--- config.mk ---
export PLATFORM = sky130hd
export DESIGN_NAME = cam_frame_capture
export DESIGN_NICKNAME = d
export VERILOG_FILES = /design/src/rtl/cam_pkg.sv /design/src/rtl/cam_edge_det.sv /design/src/rtl/cam_frame_capture.sv
export SDC_FILE = /design/constraint.sdc
export NUM_CORES = 1
export LEC_CHECK = 0
export BUFFER_PORTS_ARGS = -buffer_cell sky130_fd_sc_hd__buf_2
export CAP_MARGIN = 20
export CORE_UTILIZATION = 35
export CTS_CLUSTER_SIZE = 12
export DETAILED_ROUTE_END_ITERATION = 8
export SETUP_SLACK_MARGIN = 0.1
export SLEW_MARGIN = 40
export SYNTH_ARGS = -nofsm -noshare
export SYNTH_HDL_FRONTEND = slang
export SYNTH_SLANG_ARGS = --single-unit
--- constraint.sdc ---
create_clock -name clk -period 4.9 [get_ports clk]
set_input_delay 0.49 -clock clk [delete_from_list [all_inputs] [get_ports clk]]
set_output_delay 0.49 -clock clk [all_outputs]
set_load 0.005 [all_outputs]
--- src/rtl/cam_pkg.sv ---
// cam_pkg: shared types and default geometry for the camera capture path
package cam_pkg;
  typedef enum logic [1:0] {IDLE, ARMED, SYNC, CAPTURE} state_t;
  localparam int H_ACTIVE_DEF = 320;
  localparam int V_ACTIVE_DEF = 240;
  typedef struct packed {
    logic [4:0] r;
    logic [5:0] g;
    logic [4:0] b;
  } rgb565_t;
endpackage

--- src/rtl/cam_edge_det.sv ---
// cam_edge_det: one-sample history register giving rise/fall strobes for a level
module cam_edge_det (
  input  logic clk,
  input  logic reset,
  input  logic d,
  output logic rise,
  output logic fall
);
  logic prev_q, prev_d;
  // next history sample is simply the current level
  always_comb prev_d = d;
  // history register, cleared by reset
  always_ff @(posedge clk) prev_q <= reset ? 1'b0 : prev_d;
  assign rise = d & ~prev_q;
  assign fall = ~d & prev_q;
endmodule

--- src/rtl/cam_frame_capture.sv ---
// cam_frame_capture: assembles RGB565 byte pairs and captures one frame per shutter press
module cam_frame_capture
  import cam_pkg::*;
#(
  parameter int H_ACTIVE = H_ACTIVE_DEF,
  parameter int V_ACTIVE = V_ACTIVE_DEF,
  parameter int ADDR_W   = 17
) (
  input  logic                        clk,
  input  logic                        reset,
  input  logic                        href,
  input  logic                        vsync,
  input  logic [7:0]                  data,
  input  logic                        shutter,
  output logic                        pix_valid,
  output logic [15:0]                 pix_data,
  output logic [ADDR_W-1:0]           pix_addr,
  output logic [$clog2(H_ACTIVE)-1:0] pix_x,
  output logic [$clog2(V_ACTIVE)-1:0] pix_y,
  output logic                        frame_start,
  output logic                        frame_done,
  output logic                        busy,
  output logic                        err_line,
  output logic                        err_frame
);
  localparam int XW  = $clog2(H_ACTIVE + 1);
  localparam int YW  = $clog2(V_ACTIVE + 1);
  localparam int PXW = $clog2(H_ACTIVE);
  localparam int PYW = $clog2(V_ACTIVE);
  localparam logic [XW-1:0]     X_MAX  = XW'(H_ACTIVE);
  localparam logic [YW-1:0]     Y_MAX  = YW'(V_ACTIVE);
  localparam logic [ADDR_W-1:0] A_STEP = ADDR_W'(H_ACTIVE);

  logic shutter_rise, shutter_fall_unused;
  logic href_rise_unused, href_fall;
  logic vsync_rise, vsync_fall;

  cam_edge_det u_shutter (.clk(clk), .reset(reset), .d(shutter), .rise(shutter_rise), .fall(shutter_fall_unused));
  cam_edge_det u_href    (.clk(clk), .reset(reset), .d(href),    .rise(href_rise_unused), .fall(href_fall));
  cam_edge_det u_vsync   (.clk(clk), .reset(reset), .d(vsync),   .rise(vsync_rise),   .fall(vsync_fall));

  state_t              state_q, state_d;
  logic [XW-1:0]       x_q, x_d;
  logic [YW-1:0]       y_q, y_d;
  logic [ADDR_W-1:0]   row_base_q, row_base_d;
  logic                phase_q, phase_d;
  logic [7:0]          hi_q, hi_d;
  logic                pix_valid_q, pix_valid_d;
  rgb565_t             pix_data_q, pix_data_d;
  logic [ADDR_W-1:0]   pix_addr_q, pix_addr_d;
  logic [PXW-1:0]      pix_x_q, pix_x_d;
  logic [PYW-1:0]      pix_y_q, pix_y_d;
  logic                frame_start_q, frame_start_d;
  logic                frame_done_q, frame_done_d;
  logic                err_line_q, err_line_d;
  logic                err_frame_q, err_frame_d;

  // capture sequencing, pixel assembly and line/frame bookkeeping
  always_comb begin
    state_d       = state_q;
    x_d           = x_q;
    y_d           = y_q;
    row_base_d    = row_base_q;
    phase_d       = phase_q;
    hi_d          = hi_q;
    pix_valid_d   = 1'b0;
    pix_data_d    = pix_data_q;
    pix_addr_d    = pix_addr_q;
    pix_x_d       = pix_x_q;
    pix_y_d       = pix_y_q;
    frame_start_d = 1'b0;
    frame_done_d  = 1'b0;
    err_line_d    = err_line_q;
    err_frame_d   = err_frame_q;
    case (state_q)
      IDLE: if (shutter_rise) begin
        state_d     = ARMED;
        err_line_d  = 1'b0;
        err_frame_d = 1'b0;
      end
      ARMED: if (vsync_rise) state_d = SYNC;
      SYNC: if (vsync_fall) begin
        state_d       = CAPTURE;
        x_d           = '0;
        y_d           = '0;
        row_base_d    = '0;
        phase_d       = 1'b0;
        frame_start_d = 1'b1;
      end
      CAPTURE: begin
        if (href) begin
          phase_d = ~phase_q;
          hi_d    = phase_q ? hi_q : data;
          if (phase_q && x_q < X_MAX) begin
            x_d         = x_q + XW'(1);
            pix_valid_d = y_q < Y_MAX;
            pix_data_d  = pix_valid_d ? {hi_q, data} : pix_data_q;
            pix_addr_d  = pix_valid_d ? row_base_q + ADDR_W'(x_q) : pix_addr_q;
            pix_x_d     = pix_valid_d ? x_q[PXW-1:0] : pix_x_q;
            pix_y_d     = pix_valid_d ? y_q[PYW-1:0] : pix_y_q;
          end
        end
        if (href_fall) begin
          err_line_d = err_line_q | (x_q != X_MAX) | phase_q;
          x_d        = '0;
          phase_d    = 1'b0;
          y_d        = (y_q < Y_MAX) ? y_q + YW'(1) : y_q;
          row_base_d = (y_q < Y_MAX) ? row_base_q + A_STEP : row_base_q;
        end
        if (vsync_rise) begin
          state_d      = IDLE;
          frame_done_d = 1'b1;
          err_frame_d  = err_frame_q | (y_d != Y_MAX);
        end
      end
      default: state_d = IDLE;
    endcase
  end

  // state and registered outputs, all cleared by reset
  always_ff @(posedge clk) begin
    if (reset) begin
      state_q       <= IDLE;
      x_q           <= '0;
      y_q           <= '0;
      row_base_q    <= '0;
      phase_q       <= 1'b0;
      hi_q          <= '0;
      pix_valid_q   <= 1'b0;
      pix_data_q    <= '0;
      pix_addr_q    <= '0;
      pix_x_q       <= '0;
      pix_y_q       <= '0;
      frame_start_q <= 1'b0;
      frame_done_q  <= 1'b0;
      err_line_q    <= 1'b0;
      err_frame_q   <= 1'b0;
    end else begin
      state_q       <= state_d;
      x_q           <= x_d;
      y_q           <= y_d;
      row_base_q    <= row_base_d;
      phase_q       <= phase_d;
      hi_q          <= hi_d;
      pix_valid_q   <= pix_valid_d;
      pix_data_q    <= pix_data_d;
      pix_addr_q    <= pix_addr_d;
      pix_x_q       <= pix_x_d;
      pix_y_q       <= pix_y_d;
      frame_start_q <= frame_start_d;
      frame_done_q  <= frame_done_d;
      err_line_q    <= err_line_d;
      err_frame_q   <= err_frame_d;
    end
  end

  assign pix_valid   = pix_valid_q;
  assign pix_data    = pix_data_q;
  assign pix_addr    = pix_addr_q;
  assign pix_x       = pix_x_q;
  assign pix_y       = pix_y_q;
  assign frame_start = frame_start_q;
  assign frame_done  = frame_done_q;
  assign busy        = state_q != IDLE;
  assign err_line    = err_line_q;
  assign err_frame   = err_frame_q;
endmodule
==> impl_metrics.xml, run 1 <==
<?xml version="1.0" encoding="UTF-8"?>
<metrics>
  <group name="setup_path">
    <metric name="critical_path.startpoint_type" unit="">flop</metric>
    <metric name="path_buf_inv" unit="">2</metric>
    <metric name="critPathSlowestCell" unit="">ha_1</metric>
    <metric name="cpLargestDelayFamily" unit="">adder cells</metric>
    <metric name="number_of_cells_on_the_worst_reg_to_reg_path" unit="">7</metric>
    <metric name="required_worst_endpoint" unit="ps">5170</metric>
    <metric name="r2r-start" unit="">state_q[1]$_SDFFE_PP0P_</metric>
    <metric name="critical_path.cell_chain" unit="">ha_1 &gt; inv_2 &gt; mux2i_2 &gt; buf_4 &gt; nand2_1 &gt; or4b_1 &gt; a21oi_1</metric>
    <metric name="timing.critical_path.arrival" unit="ps">3020</metric>
    <metric name="cp_max_fo" unit="">20</metric>
    <metric name="crit_path_max_incr_delay" unit="ps">630</metric>
    <metric name="critical_path_class" unit="">flop to flop</metric>
    <metric name="critical_path.reg2reg.endpoint" unit="">x_q[4]$_SDFFE_PP0P_</metric>
    <metric name="setup_crit_end_kind" unit="">flop</metric>
    <metric name="rrSetupSlack" unit="ps">2150</metric>
  </group>
  <group name="timing">
    <metric name="period_needed" unit="ps">2749</metric>
    <metric name="max-slew-margin-rel" unit="%">48.48</metric>
    <metric name="worst_pin_slew" unit="ps">766.9</metric>
    <metric name="report.final.hold_viol_count" unit="">0</metric>
    <metric name="fin_skew" unit="ps">10.32</metric>
    <metric name="report.final.setup_viol" unit="">0</metric>
    <metric name="fmaxAchievable" unit="GHz">0.3637</metric>
    <metric name="drv_slew" unit="">0</metric>
    <metric name="min_period_over_period" unit="%">56.11</metric>
    <metric name="unrepaired_setup_endpoints_after_global_routing" unit="">no</metric>
    <metric name="totalNegativeSetupSlack" unit="ps">0</metric>
  </group>
  <group name="run">
    <metric name="cap_viol_max_count" unit="">0</metric>
  </group>
  <group name="clocking">
    <metric name="cts.sinks" unit="">96</metric>
    <metric name="cts-buffers-inserted" unit="">9</metric>
    <metric name="clkSlewWorstSetupHoldPaths" unit="ps">70</metric>
    <metric name="cts_tree" unit="">done</metric>
    <metric name="clock_latency" unit="ps">340</metric>
    <metric name="postCtsHoldBufs" unit="">0</metric>
    <metric name="post_cts_buffers" unit="">0</metric>
    <metric name="cts_root_buf" unit="">clkbuf_16</metric>
    <metric name="clockBufferDepth" unit="">2</metric>
    <metric name="cts_htree_levels" unit="">3</metric>
    <metric name="post_cts_resized" unit="">0</metric>
  </group>
  <group name="layout">
    <metric name="antennaDiodeCount" unit="">0</metric>
    <metric name="nets" unit="">607</metric>
    <metric name="layout.cells.most_common" unit="">nand2_1</metric>
    <metric name="top_library_cells_by_usage_in_the_layout_fill_and_taps_aside" unit="">nand2_1 (105), dfxtp_1 (96), buf_2 (68), a21oi_1 (62), nor2_1 (48)</metric>
    <metric name="final_layout_size_suffix_gt1_share" unit="%">16.10</metric>
    <metric name="finish.cell_count_without_fillers" unit="">731</metric>
    <metric name="final_area" unit="mm2">0.005007</metric>
    <metric name="syn_to_final_growth" unit="%">16.68</metric>
  </group>
  <group name="global_route">
    <metric name="grt.overflow.total" unit="">0</metric>
    <metric name="first_global_vias" unit="">3486</metric>
    <metric name="largest_net_degree_at_the_start_of_global_routing" unit="">82</metric>
    <metric name="grt_antenna_before_repair" unit="">0</metric>
    <metric name="global_route_wire_length_before_repair" unit="um">16160</metric>
    <metric name="track_usage" unit="%">15.61</metric>
  </group>
  <group name="drt">
    <metric name="wl" unit="um">9606</metric>
    <metric name="route.detailed.vias_per_inst" unit="">5.142</metric>
    <metric name="dr.pass1.iters" unit="">6</metric>
    <metric name="wl_per_cell" unit="um">13.14</metric>
    <metric name="detailedRoute.firstIterationViolations" unit="">225</metric>
    <metric name="ant_nets" unit="">0</metric>
    <metric name="via_count" unit="">3759</metric>
    <metric name="drc" unit="">1</metric>
  </group>
  <group name="die">
    <metric name="chipHeight" unit="um">112.7</metric>
    <metric name="chipWidth" unit="um">112.7</metric>
    <metric name="rows" unit="">40</metric>
    <metric name="floorplan.die_area" unit="mm2">0.01271</metric>
    <metric name="floorplan.core_area" unit="mm2">0.01196</metric>
    <metric name="io-pin-count" unit="">69</metric>
    <metric name="start_util" unit="%">35.88</metric>
  </group>
  <group name="placed_design">
    <metric name="post-dp-hpwl" unit="um">6760</metric>
    <metric name="placement.cell_area" unit="mm2">0.004731</metric>
    <metric name="number_of_placed_cells_counting_well_taps" unit="">717</metric>
    <metric name="place.gp.congestion" unit="">0.8741</metric>
    <metric name="io_buffer_count" unit="">68</metric>
  </group>
  <group name="power_and_ir_drop">
    <metric name="cellPowerDensity" unit="mW/mm2">325.8</metric>
    <metric name="power.static_leakage" unit="nW">1.856</metric>
    <metric name="ir_drop" unit="mV">0.1654</metric>
  </group>
  <group name="logic_synthesis">
    <metric name="syn-cell-area" unit="mm2">0.004292</metric>
    <metric name="ys_types" unit="">53</metric>
    <metric name="synth.yosys.seq_area_share" unit="%">44.78</metric>
    <metric name="ys_ff_latch" unit="">96</metric>
    <metric name="ys.warnings.count" unit="">0</metric>
    <metric name="number_of_enable_flip_flop_cells_after_synthesis" unit="">0</metric>
    <metric name="synth_top_flop_cell" unit="">dfxtp_1</metric>
    <metric name="synth_nets" unit="">555</metric>
    <metric name="async_reset_ff_share" unit="%">0</metric>
    <metric name="synthCells" unit="">529</metric>
    <metric name="post_synth.cell_area_avg" unit="um2">8.113</metric>
  </group>
  <group name="outcome">
    <metric name="run_status" unit="">finished, violations left</metric>
    <metric name="violated_checks" unit="">DRC</metric>
  </group>
  <group name="worst_hold_path">
    <metric name="min_to" unit="">u_shutter.prev_q$_SDFF_PP0_</metric>
    <metric name="holdPathStages" unit="">3</metric>
    <metric name="min-delay-start" unit="">shutter</metric>
    <metric name="worst_hold_path_type" unit="">input port to flop</metric>
  </group>
</metrics>
-- sequential cells by signal (all words and copies together), names as in the netlist --
name              cells
phase_q               1
state_q               2
hi_q                  8
u_vsync.prev_q        1
frame_start           1
frame_done            1
y_q                   8
err_line              1
err_frame             1
u_href.prev_q         1
pix_valid             1
pix_addr             16
x_q                   9
row_base_q           11
u_shutter.prev_q      1
pix_data             16
pix_y                 8
pix_x                 9
-- where the power goes --
part / switching (mW) / internal [mW]
clock: 0.284 / 0.367
combinational: 0.113 / 0.0631
sequential: 0.0110 / 0.793
total: 0.408 / 1.22
-- synth_stat cells, types with 3 or more instances --
| cell type | number | share of area [%] |
|---|---|---|
| a211oi_1 | 12 | 2.1 |
| a21o_1 | 3 | 0.52 |
| a21oi_1 | 62 | 7.2 |
| a41oi_1 | 3 | 0.61 |
| and2_1 | 4 | 0.58 |
| and3_1 | 4 | 0.58 |
| buf_2 | 4 | 0.47 |
| clkbuf_1 | 26 | 2.3 |
| dfxtp_1 | 96 | 45 |
| ha_1 | 13 | 3.8 |
| inv_1 | 8 | 0.70 |
| nand2_1 | 105 | 9.2 |
| nand2b_1 | 3 | 0.44 |
| nand3_1 | 20 | 2.3 |
| nand4_1 | 5 | 0.73 |
| nand4b_1 | 3 | 0.61 |
| nor2_1 | 48 | 4.2 |
| nor2b_1 | 5 | 0.73 |
| nor3_1 | 13 | 1.5 |
| nor4b_1 | 4 | 0.82 |
| o21ai_0 | 16 | 1.9 |
| o21ai_1 | 4 | 0.47 |
| o22ai_1 | 4 | 0.58 |
| or3_1 | 4 | 0.58 |
| xnor2_1 | 14 | 2.9 |
| xor2_1 | 10 | 2.0 |
-- routing by layer --
layer	GRT usage [%]	wire length, um	vias to the layer above
li1	-	-	1924
met1	19.46	4477	1754
met2	26.38	4681	74
met3	3.482	378	7
met4	5.778	68	0
met5	0	0	-
-- how the worst max path moves through the flow --
| stage | from | to | slack, ps | cells past startpoint |
|---|---|---|---|---|
| detailed placement | state_q[1]$_SDFFE_PP0P_ | x_q[4]$_SDFFE_PP0P_ | 2180 | 7 |
| finish | state_q[1]$_SDFFE_PP0P_ | x_q[4]$_SDFFE_PP0P_ | 2150 | 7 |
| global placement | state_q[1]$_SDFFE_PP0P_ | x_q[4]$_SDFFE_PP0P_ | 2260 | 7 |
| CTS | state_q[1]$_SDFFE_PP0P_ | x_q[4]$_SDFFE_PP0P_ | 2160 | 7 |
| global route | state_q[1]$_SDFFE_PP0P_ | x_q[4]$_SDFFE_PP0P_ | 1890 | 7 |
| floorplan | state_q[0]$_SDFFE_PP0P_ | x_q[4]$_SDFFE_PP0P_ | 2850 | 7 |
-- cell families after synthesis --
logic type | Yosys count | synth area share, %
AOI/OAI and AO/OA | 118 | 16.27
and+or+nand+nor | 229 | 24.55
other | 1 | 0.08738
xor gates and xnor gates | 24 | 4.898
DFF | 96 | 44.78
buffers and inverters | 41 | 3.790
adders and majority gates | 13 | 3.790
muxes | 7 | 1.837
-- area by class of cell --
class / instances / area [um2]
sequential: 96 / 1922
multi-input combinational: 392 / 2213
tap: 147 / 183.9
clock buffer: 12 / 256.5
clock inverter: 2 / 16.27
timing repair buffer: 73 / 381.6
inverter: 9 / 33.78
fill: 1191 / 6954
-- worst min-delay path, stage by stage --
cell and delay, ps:
buf_2 80, inv_1 50, nor2_1 80
-- through the flow --
step	worst slack (ps)	hold WS (ps)	power, mW	utilization [%]
finish	2151	396.3	1.632	41.86
global route	1891	404.5	1.706	41.86
CTS	2159	388.6	1.646	41.83
detailed placement	2177	443.1	0.9964	39.55
global placement	2259	438.8	0.9890	39.55
floorplan	2849	432.1	0.9473	-
Note: power is estimated with default switching activity, not from simulation.
==> inputs of run 2 (changes only) <==
--- a/config.mk
+++ b/config.mk
@@ -5,6 +5,7 @@
 export SDC_FILE = /design/constraint.sdc
 export NUM_CORES = 1
 export LEC_CHECK = 0
+export ABC_AREA = 1
 export BUFFER_PORTS_ARGS = -buffer_cell sky130_fd_sc_hd__buf_2
 export CAP_MARGIN = 20
 export CORE_UTILIZATION = 35
==> constraint.sdc (replaced) <==
create_clock -name clk -period 2.75 [get_ports clk]
set_input_delay 0.275 -clock clk [delete_from_list [all_inputs] [get_ports clk]]
set_output_delay 0.275 -clock clk [all_outputs]
set_load 0.005 [all_outputs]
==> impl_metrics.xml, run 2 <==
<?xml version="1.0" encoding="UTF-8"?>
<metrics>
  <group name="clocking">
    <metric name="clock_latency" unit="ps">350</metric>
    <metric name="cts-buffers-inserted" unit="">9</metric>
    <metric name="cts_root_buf" unit="">clkbuf_16</metric>
    <metric name="post_cts_resized" unit="">0</metric>
    <metric name="cts_htree_levels" unit="">3</metric>
    <metric name="cts_tree" unit="">done</metric>
    <metric name="post_cts_buffers" unit="">0</metric>
    <metric name="clockBufferDepth" unit="">2</metric>
    <metric name="clkSlewWorstSetupHoldPaths" unit="ps">70</metric>
    <metric name="cts.sinks" unit="">96</metric>
    <metric name="postCtsHoldBufs" unit="">0</metric>
  </group>
  <group name="setup_path">
    <metric name="critical_path.startpoint_type" unit="">flop</metric>
    <metric name="cp_max_fo" unit="">12</metric>
    <metric name="required_worst_endpoint" unit="ps">3030</metric>
    <metric name="critical_path_class" unit="">flop to flop</metric>
    <metric name="timing.critical_path.arrival" unit="ps">2350</metric>
    <metric name="setup_crit_end_kind" unit="">flop</metric>
  </group>
  <group name="timing">
    <metric name="max-slew-margin-rel" unit="%">60.07</metric>
    <metric name="fin_skew" unit="ps">6.904</metric>
    <metric name="drv_slew" unit="">0</metric>
    <metric name="unrepaired_setup_endpoints_after_global_routing" unit="">no</metric>
    <metric name="fmaxAchievable" unit="GHz">0.4843</metric>
    <metric name="totalNegativeSetupSlack" unit="ps">0</metric>
    <metric name="min_period_over_period" unit="%">75.08</metric>
    <metric name="report.final.hold_viol_count" unit="">0</metric>
    <metric name="worst_pin_slew" unit="ps">599.0</metric>
    <metric name="fin_hold_ws" unit="ps">145.0</metric>
    <metric name="setup_slack" unit="ps">685.2</metric>
    <metric name="report.final.setup_viol" unit="">0</metric>
    <metric name="period_needed" unit="ps">2065</metric>
  </group>
  <group name="global_route">
    <metric name="largest_net_degree_at_the_start_of_global_routing" unit="">50</metric>
    <metric name="first_global_vias" unit="">3599</metric>
    <metric name="global_route_wire_length_before_repair" unit="um">16700</metric>
    <metric name="track_usage" unit="%">16.32</metric>
    <metric name="grt_antenna_before_repair" unit="">0</metric>
    <metric name="grt.overflow.total" unit="">0</metric>
  </group>
  <group name="power_and_ir_drop">
    <metric name="power.static_leakage" unit="nW">2.265</metric>
    <metric name="power_switching_share" unit="%">29.23</metric>
    <metric name="total_power" unit="mW">3.141</metric>
    <metric name="internal_power" unit="mW">2.223</metric>
    <metric name="ir_drop" unit="mV">0.2665</metric>
    <metric name="power.sequential.fraction" unit="%">47.3</metric>
    <metric name="cellPowerDensity" unit="mW/mm2">621.2</metric>
    <metric name="share_clk_of_total_power" unit="%">38.8</metric>
    <metric name="power.switching" unit="mW">0.9181</metric>
    <metric name="comb_power_share" unit="%">13.8</metric>
  </group>
  <group name="logic_synthesis">
    <metric name="post_synth.cell_area_avg" unit="um2">7.533</metric>
    <metric name="syn-cell-area" unit="mm2">0.004317</metric>
    <metric name="ys_ff_latch" unit="">96</metric>
    <metric name="synth_top_flop_cell" unit="">dfxtp_1</metric>
    <metric name="synth.yosys.seq_area_share" unit="%">44.52</metric>
    <metric name="synth_common_cells" unit="">dfxtp_1 (96), nor2_1 (87), nand2_1 (72)</metric>
    <metric name="async_reset_ff_share" unit="%">0</metric>
    <metric name="ys_types" unit="">39</metric>
    <metric name="synth_nets" unit="">599</metric>
    <metric name="post_synth_main_area_contributors" unit="">dfxtp_1 (45%), nor2_1 (7.6%), o21ai_0 (7.5%), nand2_1 (6.3%), a21oi_1 (5.6%)</metric>
    <metric name="yosysTopAreaCellShare" unit="%">44.52</metric>
    <metric name="yosysMostFrequentCell" unit="">dfxtp_1</metric>
    <metric name="synth_area_leader_cell" unit="">dfxtp_1</metric>
    <metric name="number_of_enable_flip_flop_cells_after_synthesis" unit="">0</metric>
    <metric name="synthCells" unit="">573</metric>
    <metric name="ys.warnings.count" unit="">0</metric>
  </group>
  <group name="die">
    <metric name="rows" unit="">40</metric>
    <metric name="floorplan.die_area" unit="mm2">0.01278</metric>
    <metric name="io-pin-count" unit="">69</metric>
    <metric name="floorplan.core_area" unit="mm2">0.01201</metric>
    <metric name="chipWidth" unit="um">113.1</metric>
    <metric name="chipHeight" unit="um">113.1</metric>
    <metric name="start_util" unit="%">35.94</metric>
  </group>
  <group name="drt">
    <metric name="via_count" unit="">3878</metric>
    <metric name="drc" unit="">0</metric>
    <metric name="wl" unit="um">10170</metric>
    <metric name="detailedRoute.firstIterationViolations" unit="">165</metric>
    <metric name="wl_per_cell" unit="um">12.92</metric>
    <metric name="ant_nets" unit="">0</metric>
    <metric name="route.detailed.vias_per_inst" unit="">4.928</metric>
    <metric name="dr.pass1.iters" unit="">4</metric>
  </group>
  <group name="worst_hold_path">
    <metric name="worst_hold_path_type" unit="">input port to flop</metric>
  </group>
  <group name="placed_design">
    <metric name="post-dp-hpwl" unit="um">7183</metric>
    <metric name="place.gp.congestion" unit="">0.8726</metric>
    <metric name="placement.cell_area" unit="mm2">0.004770</metric>
    <metric name="post-place-ws" unit="ps">720.7</metric>
    <metric name="io_buffer_count" unit="">68</metric>
  </group>
  <group name="layout">
    <metric name="final_layout_size_suffix_gt1_share" unit="%">19.22</metric>
    <metric name="nets" unit="">661</metric>
    <metric name="final_area" unit="mm2">0.005056</metric>
    <metric name="layout.cells.most_common" unit="">dfxtp_1</metric>
    <metric name="syn_to_final_growth" unit="%">17.13</metric>
    <metric name="antennaDiodeCount" unit="">0</metric>
    <metric name="top_library_cells_by_usage_in_the_layout_fill_and_taps_aside" unit="">dfxtp_1 (96), nor2_1 (87), nand2_1 (72), buf_2 (68), o21ai_0 (65)</metric>
  </group>
  <group name="run">
    <metric name="cap_viol_max_count" unit="">0</metric>
  </group>
  <group name="outcome">
    <metric name="run_status" unit="">finished, final reports clean</metric>
  </group>
</metrics>
run 2: cell count changes after synthesis, moves of 10 or more:
cell / change
inv_1: +42
nor2_1: +39
a21oi_1: -14
clkbuf_1: -20
nand2_2: +10
nand2_1: -33
o21ai_0: +49
xnor2_1: -10
run 2: cell families (layout without fill, tap and decap cells):
logic type | count (synthesis) | count (layout) | share of synthesized area (%)
flops | 96 | 96 | 44.52
compound gates | 141 | 141 | 17.71
buf+inv | 81 | 148 | 7.855
fa+ha+maj | 13 | 13 | 3.768
xor+xnor | 14 | 14 | 2.840
simple gates | 227 | 227 | 23.22
other cells | 1 | 1 | 0.08687
run 2: routing by layer:
metal	part of all wire [%]	global-route usage, %	wire length (um)
met1	48	20.52	4895
met2	47	27.93	4775
met3	3.5	3.160	351
met4	1.5	5.614	148
met5	0	0	0
run 2: final timing paths:
kind	startpoint	end	slack, ps	cells after the start
min reg2reg	err_frame$_SDFFE_PP0P_	err_frame$_SDFFE_PP0P_	460	2
max reg2reg	state_q[1]$_SDFFE_PP0P_	x_q[3]$_SDFFE_PP0P_	690	7
min	shutter	u_shutter.prev_q$_SDFF_PP0_	140	3
max	state_q[1]$_SDFFE_PP0P_	x_q[3]$_SDFFE_PP0P_	690	7
run 2: critical path, cell delays in order, from the launching register on:
cell and delay, ps:
dfxtp_1 360, ha_1 470, inv_2 190, nor2_1 280, inv_1 110, o21ai_0 330, o21ai_1 120, a21oi_1 120
run 2: per-stage QoR:
step,utilization (%),cells
finish,42.09,787
global route,42.09,787
CTS,42.09,787
detailed placement,39.71,771
global placement,39.71,771
floorplan,-,573
run 2: cell type report:
cell class	instances	area, um2
timing repair buffer	73	377.9
clock inverter	7	61.31
fill	1232	6955
sequential	96	1922
clock buffer	9	225.2
multi-input combinational	396	2062
inverter	59	224.0
tap	147	183.9
run 2: power by group through the flow:
stage | registers, mW | logic (mW) | clock network, mW
floorplan | 1.51 | 0.315 | 0
global placement | 1.52 | 0.421 | 0
detailed placement | 1.52 | 0.436 | 0
CTS | 1.49 | 0.437 | 1.24
global route | 1.49 | 0.496 | 1.30
finish | 1.49 | 0.434 | 1.22
